## src/rtl/ack_bus_arbiter.sv

```systemverilog
// ---------------------------------------------------------------------------
// ack_bus_arbiter
//
// Arbiter for the shared acknowledge bus between the crypto engines.
// Sources raise level requests. In IDLE one winner is picked per
// arbitration, using either fixed priority (lowest index wins) or
// round-robin. The winner then owns the active-low bus for HOLD_CYC cycles.
// A bus-released IDLE cycle always follows, so back-to-back grants are
// spaced HOLD_CYC+1 cycles apart.
//
// Ports
//   clk                in   clock, rising edge
//   rst_n              in   asynchronous active-low reset
//   rr_mode_i          in   1 = round-robin, 0 = fixed priority
//   req_i              in   [N_SRC-1:0] level request per source
//   ack_ready_o        out  [N_SRC-1:0] one-hot ready pulse to the winner
//   winner_id_o        out  [ID_W-1:0]  most recent winner, held
//   ack_event_o        out  one-cycle pulse on each grant
//   ack_valid_n_bus_o  out  active-low bus valid
//   ack_id_bus_o       out  [ID_W-1:0]  winner ID while bus valid, else 0
//   busy_o             out  high whenever the FSM is not IDLE
//   ack_cnt_o          out  [CNT_W-1:0] saturating count of grants
//
// Every output comes straight from a flop, so there is no combinational
// path from req_i or rr_mode_i to any output.
// ---------------------------------------------------------------------------
module ack_bus_arbiter #(
    parameter int N_SRC    = 4,
    parameter int ID_W     = 2,
    parameter int HOLD_CYC = 2,
    parameter int CNT_W    = 8
) (
    input  logic             clk,
    input  logic             rst_n,
    input  logic             rr_mode_i,
    input  logic [N_SRC-1:0] req_i,
    output logic [N_SRC-1:0] ack_ready_o,
    output logic [ID_W-1:0]  winner_id_o,
    output logic             ack_event_o,
    output logic             ack_valid_n_bus_o,
    output logic [ID_W-1:0]  ack_id_bus_o,
    output logic             busy_o,
    output logic [CNT_W-1:0] ack_cnt_o
);

    // Parameter sanity checks, raised at elaboration time.
    generate
        if ((N_SRC < 2) || (N_SRC > 16)) begin : g_bad_n_src
            $error("ack_bus_arbiter: N_SRC must be in 2..16");
        end
        if ((2 ** ID_W) < N_SRC) begin : g_bad_id_w
            $error("ack_bus_arbiter: ID_W too narrow for N_SRC");
        end
        if (HOLD_CYC < 1) begin : g_bad_hold
            $error("ack_bus_arbiter: HOLD_CYC must be >= 1");
        end
    endgenerate

    // The hold counter only has to hold HOLD_CYC-1.
    localparam int HC_W = (HOLD_CYC > 1) ? $clog2(HOLD_CYC) : 1;

    typedef enum logic {
        IDLE  = 1'b0,
        DRIVE = 1'b1
    } state_t;

    // Saturating increment for the grant counter: it sticks at all-ones.
    function automatic logic [CNT_W-1:0] sat_inc(input logic [CNT_W-1:0] v);
        return (&v) ? v : v + CNT_W'(1);
    endfunction

    state_t           state, state_nxt;
    logic [HC_W-1:0]  hold_cnt, hold_cnt_nxt;
    logic [ID_W-1:0]  ptr, ptr_nxt;
    logic [N_SRC-1:0] ack_ready_nxt;
    logic [ID_W-1:0]  winner_id_nxt;
    logic             ack_event_nxt;
    logic             bus_valid_n_nxt;
    logic [ID_W-1:0]  bus_id_nxt;
    logic             busy_nxt;
    logic [CNT_W-1:0] ack_cnt_nxt;

    // Winner search. Fixed priority is the round-robin search started at 0,
    // so one scan serves both modes. The pointer keeps advancing in fixed
    // mode too, so a later switch to round-robin resumes after the last winner.
    logic             sel_found;
    logic [ID_W-1:0]  sel_id;
    int               start;
    int               idx;

    always_comb begin
        sel_found = 1'b0;
        sel_id    = '0;
        start     = rr_mode_i ? int'(ptr) : 0;
        idx       = 0;
        for (int i = 0; i < N_SRC; i++) begin
            idx = start + i;
            if (idx >= N_SRC) begin
                idx = idx - N_SRC;
            end
            if (!sel_found && req_i[idx]) begin
                sel_found = 1'b1;
                sel_id    = ID_W'(idx);
            end
        end
    end

    // Next-state and next-output logic. Registered outputs keep their value
    // unless a transition changes them. The ready and event pulses default to
    // zero, which limits them to the first DRIVE cycle.
    always_comb begin
        state_nxt       = state;
        hold_cnt_nxt    = hold_cnt;
        ptr_nxt         = ptr;
        ack_ready_nxt   = '0;
        ack_event_nxt   = 1'b0;
        winner_id_nxt   = winner_id_o;
        bus_valid_n_nxt = ack_valid_n_bus_o;
        bus_id_nxt      = ack_id_bus_o;
        busy_nxt        = busy_o;
        ack_cnt_nxt     = ack_cnt_o;

        case (state)
            IDLE: begin
                if (sel_found) begin
                    state_nxt       = DRIVE;
                    hold_cnt_nxt    = HC_W'(HOLD_CYC - 1);
                    ptr_nxt         = (sel_id == ID_W'(N_SRC - 1)) ? '0
                                                                   : sel_id + ID_W'(1);
                    ack_ready_nxt   = N_SRC'(1) << sel_id;
                    ack_event_nxt   = 1'b1;
                    winner_id_nxt   = sel_id;
                    bus_valid_n_nxt = 1'b0;
                    bus_id_nxt      = sel_id;
                    busy_nxt        = 1'b1;
                    ack_cnt_nxt     = sat_inc(ack_cnt_o);
                end
            end
            DRIVE: begin
                // req_i is deliberately not looked at here. The IDLE cycle
                // that follows guarantees the bus is released between acks.
                if (hold_cnt == '0) begin
                    state_nxt       = IDLE;
                    bus_valid_n_nxt = 1'b1;
                    bus_id_nxt      = '0;
                    busy_nxt        = 1'b0;
                end else begin
                    hold_cnt_nxt = hold_cnt - HC_W'(1);
                end
            end
            default: begin
                state_nxt       = IDLE;
                bus_valid_n_nxt = 1'b1;
                bus_id_nxt      = '0;
                busy_nxt        = 1'b0;
            end
        endcase
    end

    // State and output registers. An asynchronous reset releases the bus
    // immediately, even in the middle of a DRIVE window.
    always_ff @(posedge clk or negedge rst_n) begin
        if (!rst_n) begin
            state             <= IDLE;
            hold_cnt          <= '0;
            ptr               <= '0;
            ack_ready_o       <= '0;
            ack_event_o       <= 1'b0;
            winner_id_o       <= '0;
            ack_valid_n_bus_o <= 1'b1;
            ack_id_bus_o      <= '0;
            busy_o            <= 1'b0;
            ack_cnt_o         <= '0;
        end else begin
            state             <= state_nxt;
            hold_cnt          <= hold_cnt_nxt;
            ptr               <= ptr_nxt;
            ack_ready_o       <= ack_ready_nxt;
            ack_event_o       <= ack_event_nxt;
            winner_id_o       <= winner_id_nxt;
            ack_valid_n_bus_o <= bus_valid_n_nxt;
            ack_id_bus_o      <= bus_id_nxt;
            busy_o            <= busy_nxt;
            ack_cnt_o         <= ack_cnt_nxt;
        end
    end

endmodule
```

## config.mk

```make
export PLATFORM = sky130hd
export DESIGN_NAME = ack_bus_arbiter
export DESIGN_NICKNAME = d
export VERILOG_FILES = /design/src/rtl/ack_bus_arbiter.sv
export SDC_FILE = /design/constraint.sdc
export NUM_CORES = 1
export LEC_CHECK = 0
export CAP_MARGIN = 10
export CORE_MARGIN = 5
export CORE_UTILIZATION = 36
export DETAILED_ROUTE_END_ITERATION = 10
export PLACE_DENSITY = 0.6
export REMOVE_ABC_BUFFERS = 1
export SYNTH_ARGS = -nofsm -noshare
export SYNTH_HDL_FRONTEND = slang
export SYNTH_SLANG_ARGS = --single-unit
```

## constraint.sdc

```tcl
create_clock -name clk -period 3.15 [get_ports clk]
set_input_delay 0.63 -clock clk [delete_from_list [all_inputs] [get_ports clk]]
set_output_delay 0.63 -clock clk [all_outputs]
set_load 0.05 [all_outputs]
```

==> reports/metrics.cfg, run 1 <==
[power]
p_leak_nw = 0.770
ir_drop_mv = 0.491
p_per_area_nw_per_um2 = 1090

[route]
wl_mm = 2.81
via_per_inst = 5.08
drt_pre_antenna_iters = 4
initialDrtViolationCount = 49
route.detailed.drc = 0
wire_per_inst_um = 13.4
final_antenna_net_count = 0
vias = 1062

[setup_path]
r2r_slack_ns = 0.57
r2r-start = ptr[0]
worstRegToRegCells = 7
cp_data_arrival_time_ns = 2.99
end_kind = flop
critPathKind = in2reg
critPathLaunchType = input pin
crit_required_ns = 3.30
worstPathMaxFanout = 6
rr_endpoint = ptr[1]

[layout]
most-common-layout-cells = 25 x clkdlybuf4s50_1, 22 x dfrtp_1, 11 x nand2_1, 10 x a21oi_1
area.growth.synth_to_final_pct = 26.4
n_antenna_cell = 0
final_core_util_pct = 46.9
layout_commonest_cell = clkdlybuf4s50_1
drive_above_1_share_pct = 18.0
nNetsFinal = 174

[synth]
yosysWarnings = 0
synth_cells = 131
ys_seq_elements = 23
synth_edf_count = 0
yosysSeqAreaShare_pct = 42.4
syn_area_per_cell_sq_um = 10.4
synth_ff_type = dfrtp_1
ys_types = 44
async_flop_share_pct = 100
syn_area_sq_um = 1360

[grt]
grt_pass1_wl_mm = 4.84
grt_max_degree = 24
antenna_found_initial = 0
grt_use_total_pct = 11.7
grtUsageMet3_pct = 3.51
grt_busiest_layer = met2
first_global_vias = 1033
grt.met1_usage_pct = 15.7
overflow = 0
use_met2_pct = 17.9

[floorplanning]
rows = 22
start_util_pct = 37.1
die_area_sq_um = 5100
dieWidth_um = 71.4
die_h_um = 71.4
core_area_sq_um = 3660
ios = 26

[hold_path]
hold_end = ack_valid_n_bus_o
hold_path.class = reg2reg
min_path_cells = 2
min_from = ack_valid_n_bus_o

[job]
drv_cap = 0

[sta]
worst_pin_slew_ns = 0.506
whs_ns = 0.471
min_period_over_period_pct = 90.1
slew_headroom_pct = 66.1
final-hold-violation-count = 0
max_freq_mhz = 352
final.setup.worst_slack_ns = 0.311
setup_viol = 0
finalCriticalPeriod_ns = 2.84
tns_ns = 0
final_max_slew_viol_count = 0
finClkSkew_ns = 0.00314
rsz0062_at_grt = no

[place]
port_buffers = 25
dpl.hpwl_mm = 2.14
place_ws_ns = 0.0793
gp_congestion = 0.877

[clock_network]
cts_sinks = 23
cts.repair.resized = 0
clk_path_buf_depth = 2
clock_latency_ns = 0.26
ctsHoldBuffers = 0
htree_levels = 1
cts.reportedPaths.clkPinSlew_ns = 0.08
postCtsSetupBuffers = 0
cts_root_buffer = clkbuf_8
cts-buffers-inserted = 3
cts_tree = built

[status]
status = complete, no violations

## cell families (layout without fill, tap and decap cells)
| group | after synthesis | count (layout) | synth area share (%) |
|---|---|---|---|
| adders and majority gates | 5 | 5 | 4.60 |
| muxes | 9 | 9 | 7.64 |
| xor gates and xnor gates | 6 | 6 | 3.87 |
| and+or+nand+nor | 47 | 47 | 19.3 |
| buffers and inverters | 13 | 43 | 5.89 |
| DFF | 23 | 23 | 42.4 |
| AOI/OAI and AO/OA | 28 | 28 | 16.2 |
## area by class of cell
type | count | area [sq um]
well taps | 48 | 60.1
multi-input cells | 95 | 702
fillers | 347 | 1940
flip-flops and latches | 23 | 577
clock buffers | 4 | 45.0
inverters | 7 | 31.3
repair buffers | 32 | 303
## critical path, cell delays in order
cell	delay [ns]
clkdlybuf4s50_1	0.60
nand2_1	0.13
a211oi_1	0.38
or3_1	0.20
o21ai_2	0.09
xnor2_1	0.29
nor2_1	0.11
ha_1	0.30
mux2_2	0.26
## cell usage after synthesis (all sizes together), types with 3 or more instances
cell type | instances | share of area, %
dfrtp | 22 | 41
nor2 | 7 | 1.9
and2 | 6 | 2.8
nand2 | 11 | 3.0
a21oi | 12 | 5.0
mux2i | 4 | 2.9
o21ai | 5 | 2.4
nand4 | 4 | 2.3
buf | 4 | 2.3
mux2 | 5 | 4.7
and3 | 3 | 1.4
inv | 7 | 2.3
nand3 | 6 | 2.2
ha | 5 | 4.6
xnor2 | 5 | 3.2
or2 | 3 | 1.6
## flip-flops by register name (all words and copies together), names as in the netlist, 2 cells and up
name and cells:
ack_cnt_o 8, ack_ready_o 4, winner_id_o 2, ptr 2, ack_id_bus_o 2
## stage by stage
| step | total power, W | cell area (sq um) | instances |
|---|---|---|---|
| 2_1_floorplan | 0.00135 | 1310 | 125 |
| 3_3_place_gp | 0.00168 | 1670 | 205 |
| 3_5_place_dp | 0.00170 | 1670 | 205 |
| 4_1_cts | 0.00189 | 1720 | 209 |
| 5_1_grt | 0.00200 | 1720 | 209 |
| 6_report | 0.00187 | 1720 | 209 |
## report_power, final
part / switching (W) / internal, W / leakage (nW) / total (W)
Sequential: 0.000162 / 0.000429 / 0.284 / 0.000591
Combinational: 0.000673 / 0.000424 / 0.462 / 0.00110
Clock: 0.0000880 / 0.0000901 / 0.0228 / 0.000178
Total: 0.000923 / 0.000943 / 0.770 / 0.00187
## metal layers
| layer | part of all wire [%] | up-vias |
|---|---|---|
| met3 | 4.5 | 6 |
| met5 | 0 | - |
| met4 | 2.3 | 0 |
| met2 | 44 | 24 |
| met1 | 49 | 510 |
| li1 | - | 522 |
## worst max-delay path by stage
stage / startpoint / end / slack [ns] / depth (start not counted)
6_report: rr_mode_i / ptr[1] / 0.31 / 9
5_1_grt: rr_mode_i / ptr[1] / 0.18 / 9
4_1_cts: rr_mode_i / ptr[1] / 0.33 / 9
3_5_place_dp: rr_mode_i / ptr[1] / 0.08 / 9
3_3_place_gp: rr_mode_i / ptr[1] / 0.17 / 9
2_1_floorplan: req_i[3] / ptr[1] / 0.84 / 8
(Power assumes the default switching activity.)
==> run 2, diff against run 1 <==
- CAP_MARGIN: 10 -> 25
==> results of run 2 <==
The final DEF is identical to that of run 1; final timing and power are the same.
==> run 3, diff against run 2 <==
- GPL_ROUTABILITY_DRIVEN: not set -> 0
- TNS_END_PERCENT: not set -> 30
==> reports/metrics.cfg, run 3 (same netlist as run 1, synthesis figures left out) <==
[setup_path]
worstPathMaxFanout = 7  ; +1
critPathKind = in2reg
crit_path_start = rr_mode_i
end_kind = flop
crit_end = ptr[1]
r2r-start = ptr[0]
crit_top_cell = o21ai_2
critPathTopFamily = buffers and inverters
crit_slowest_cell = clkdlybuf4s50_1
path_depth = 9  ; unchanged
critPathLaunchType = input pin
cpPeakStageDelay_ns = 0.56  ; -0.04 ns
path_cells = clkdlybuf4s50_1 > buf_4 > o21ai_2 > a221oi_4 > o21ai_2 > xnor2_1 > nor2_1 > ha_1 > mux2_2
r2r_slack_ns = 0.59  ; +0.02 ns
critPathBufInv = 2  ; +1
rr_endpoint = ptr[1]
worstRegToRegCells = 7  ; unchanged
crit_required_ns = 3.30  ; about the same
cp_data_arrival_time_ns = 2.91  ; -0.08 ns

[sta]
max_freq_mhz = 363  ; +2.9%
finalCriticalPeriod_ns = 2.76  ; -0.0812 ns
finClkSkew_ns = 0.00399  ; +0.000845 ns
rsz0062_at_grt = no
final-hold-violation-count = 0  ; unchanged
tns_ns = 0  ; unchanged
setup_viol = 0  ; unchanged
final_max_slew_viol_count = 0  ; unchanged
worst_pin_slew_ns = 0.513  ; +0.00698 ns
slew_headroom_pct = 65.7  ; -0.47 points
whs_ns = 0.487  ; +0.0159 ns
min_period_over_period_pct = 87.6  ; -2.6 points

[layout]
nNetsFinal = 174  ; unchanged
most-common-layout-cells = 25 x clkdlybuf4s50_1, 22 x dfrtp_1, 11 x nand2_1, 10 x a21oi_1
layout_commonest_cell = clkdlybuf4s50_1
regMostFlops = ack_cnt_o
area.growth.synth_to_final_pct = 26.4  ; unchanged
n_antenna_cell = 0  ; unchanged
fin_area_sq_um = 1720  ; unchanged
drive_above_1_share_pct = 18.0  ; unchanged
largest_reg_flops = 8  ; unchanged
reg_top3 = ack_cnt_o: 8 flops, ack_ready_o: 4 flops

[route]
initialDrtViolationCount = 33  ; -33%
wire_per_inst_um = 13.5  ; +0.64%
via_per_inst = 4.92  ; -3.1%
wl_mm = 2.82  ; +0.64%
drt_pre_antenna_iters = 4  ; unchanged
vias = 1029  ; -3.1%
final_antenna_net_count = 0  ; unchanged
route.detailed.drc = 0  ; unchanged

[clock_network]
htree_levels = 1  ; unchanged
cts_root_buffer = clkbuf_8
clock_latency_ns = 0.26  ; about the same
ctsHoldBuffers = 0  ; unchanged
cts-buffers-inserted = 3  ; unchanged
cts.repair.resized = 0  ; unchanged
cts_tree = built
cts_sinks = 23  ; unchanged
clk_path_buf_depth = 2  ; unchanged
cts.reportedPaths.clkPinSlew_ns = 0.08  ; about the same
postCtsSetupBuffers = 0  ; unchanged

[floorplanning]
die_h_um = 71.4  ; unchanged
start_util_pct = 37.1  ; unchanged
ios = 26  ; unchanged
rows = 22  ; unchanged
die_area_sq_um = 5100  ; unchanged
dieWidth_um = 71.4  ; unchanged
core_area_sq_um = 3660  ; unchanged

[place]
port_buffers = 25  ; unchanged
dpl.hpwl_mm = 2.12  ; -0.91%
post_dp_cell_area_sq_um = 1670  ; unchanged

[grt]
first_global_vias = 1048  ; +1.5%
grt_use_total_pct = 11.9  ; +0.19 points
antenna_found_initial = 0  ; unchanged
grt_max_degree = 24  ; unchanged
overflow = 0  ; unchanged
grt_pass1_wl_mm = 4.82  ; -0.56%

[power]
p_leak_nw = 0.770  ; unchanged
ir_drop_mv = 0.550  ; +12%
p_per_area_nw_per_um2 = 1090  ; about the same

[status]
status = complete, no violations

[job]
drv_cap = 0  ; unchanged

[hold_path]
min_from = ack_cnt_o[5]
hold_path.class = reg2reg

## run 3: cell counts in the layout (fill, tap and decap cells not counted)
No cell type changed its count.
## run 3: report_power, final
group | switching [W] | internal [W]
sequential | 0.000159 | 0.000429
combinational | 0.000673 | 0.000425
clock | 0.0000887 | 0.0000903
total | 0.000921 | 0.000944
## run 3: how the worst min path moves through the flow
stage / end / slack, ns / cells past startpoint
after floorplan: ack_cnt_o[0] / 0.33 / 0
after global placement: ack_valid_n_bus_o / 0.45 / 2
after detailed placement: ack_cnt_o[5] / 0.49 / 1
after CTS: ack_cnt_o[5] / 0.50 / 1
after global routing: ack_valid_n_bus_o / 0.53 / 2
final: ack_cnt_o[5] / 0.49 / 1
## run 3: final cells by class
class	count	area, sq um
Multi-Input combinational cell	95	702
Tap cell	48	60.1
Timing Repair Buffer	32	303
Inverter	7	31.3
Fill cell	345	1940
Sequential cell	23	577
Clock buffer	4	45.0
## run 3: per-layer routing
metal | GRT usage [%] | part of all wire [%] | up-vias
met3 | 3.79 | 5.9 | 5
met4 | 5.64 | 1.8 | 0
met2 | 18.7 | 46 | 31
met1 | 14.9 | 46 | 469
li1 | - | - | 524
met5 | 0 | 0 | -
## run 3: per-stage QoR
stage	worst slack (ns)	instances	power, W	util [%]
2_1_floorplan	0.844	125	0.00135	-
3_3_place_gp	0.195	205	0.00168	45.7
3_5_place_dp	0.127	205	0.00170	45.7
4_1_cts	0.400	209	0.00189	46.9
5_1_grt	0.239	209	0.00199	46.9
6_report	0.392	209	0.00187	46.9
## run 3: worst reg2reg max path, cell delays in order, from the launching register on
cell and delay [ns]:
dfrtp_1 0.65, mux2_2 0.43, a221oi_4 0.28, o21ai_2 0.13, xnor2_1 0.29, nor2_1 0.11, ha_1 0.30, mux2_2 0.26
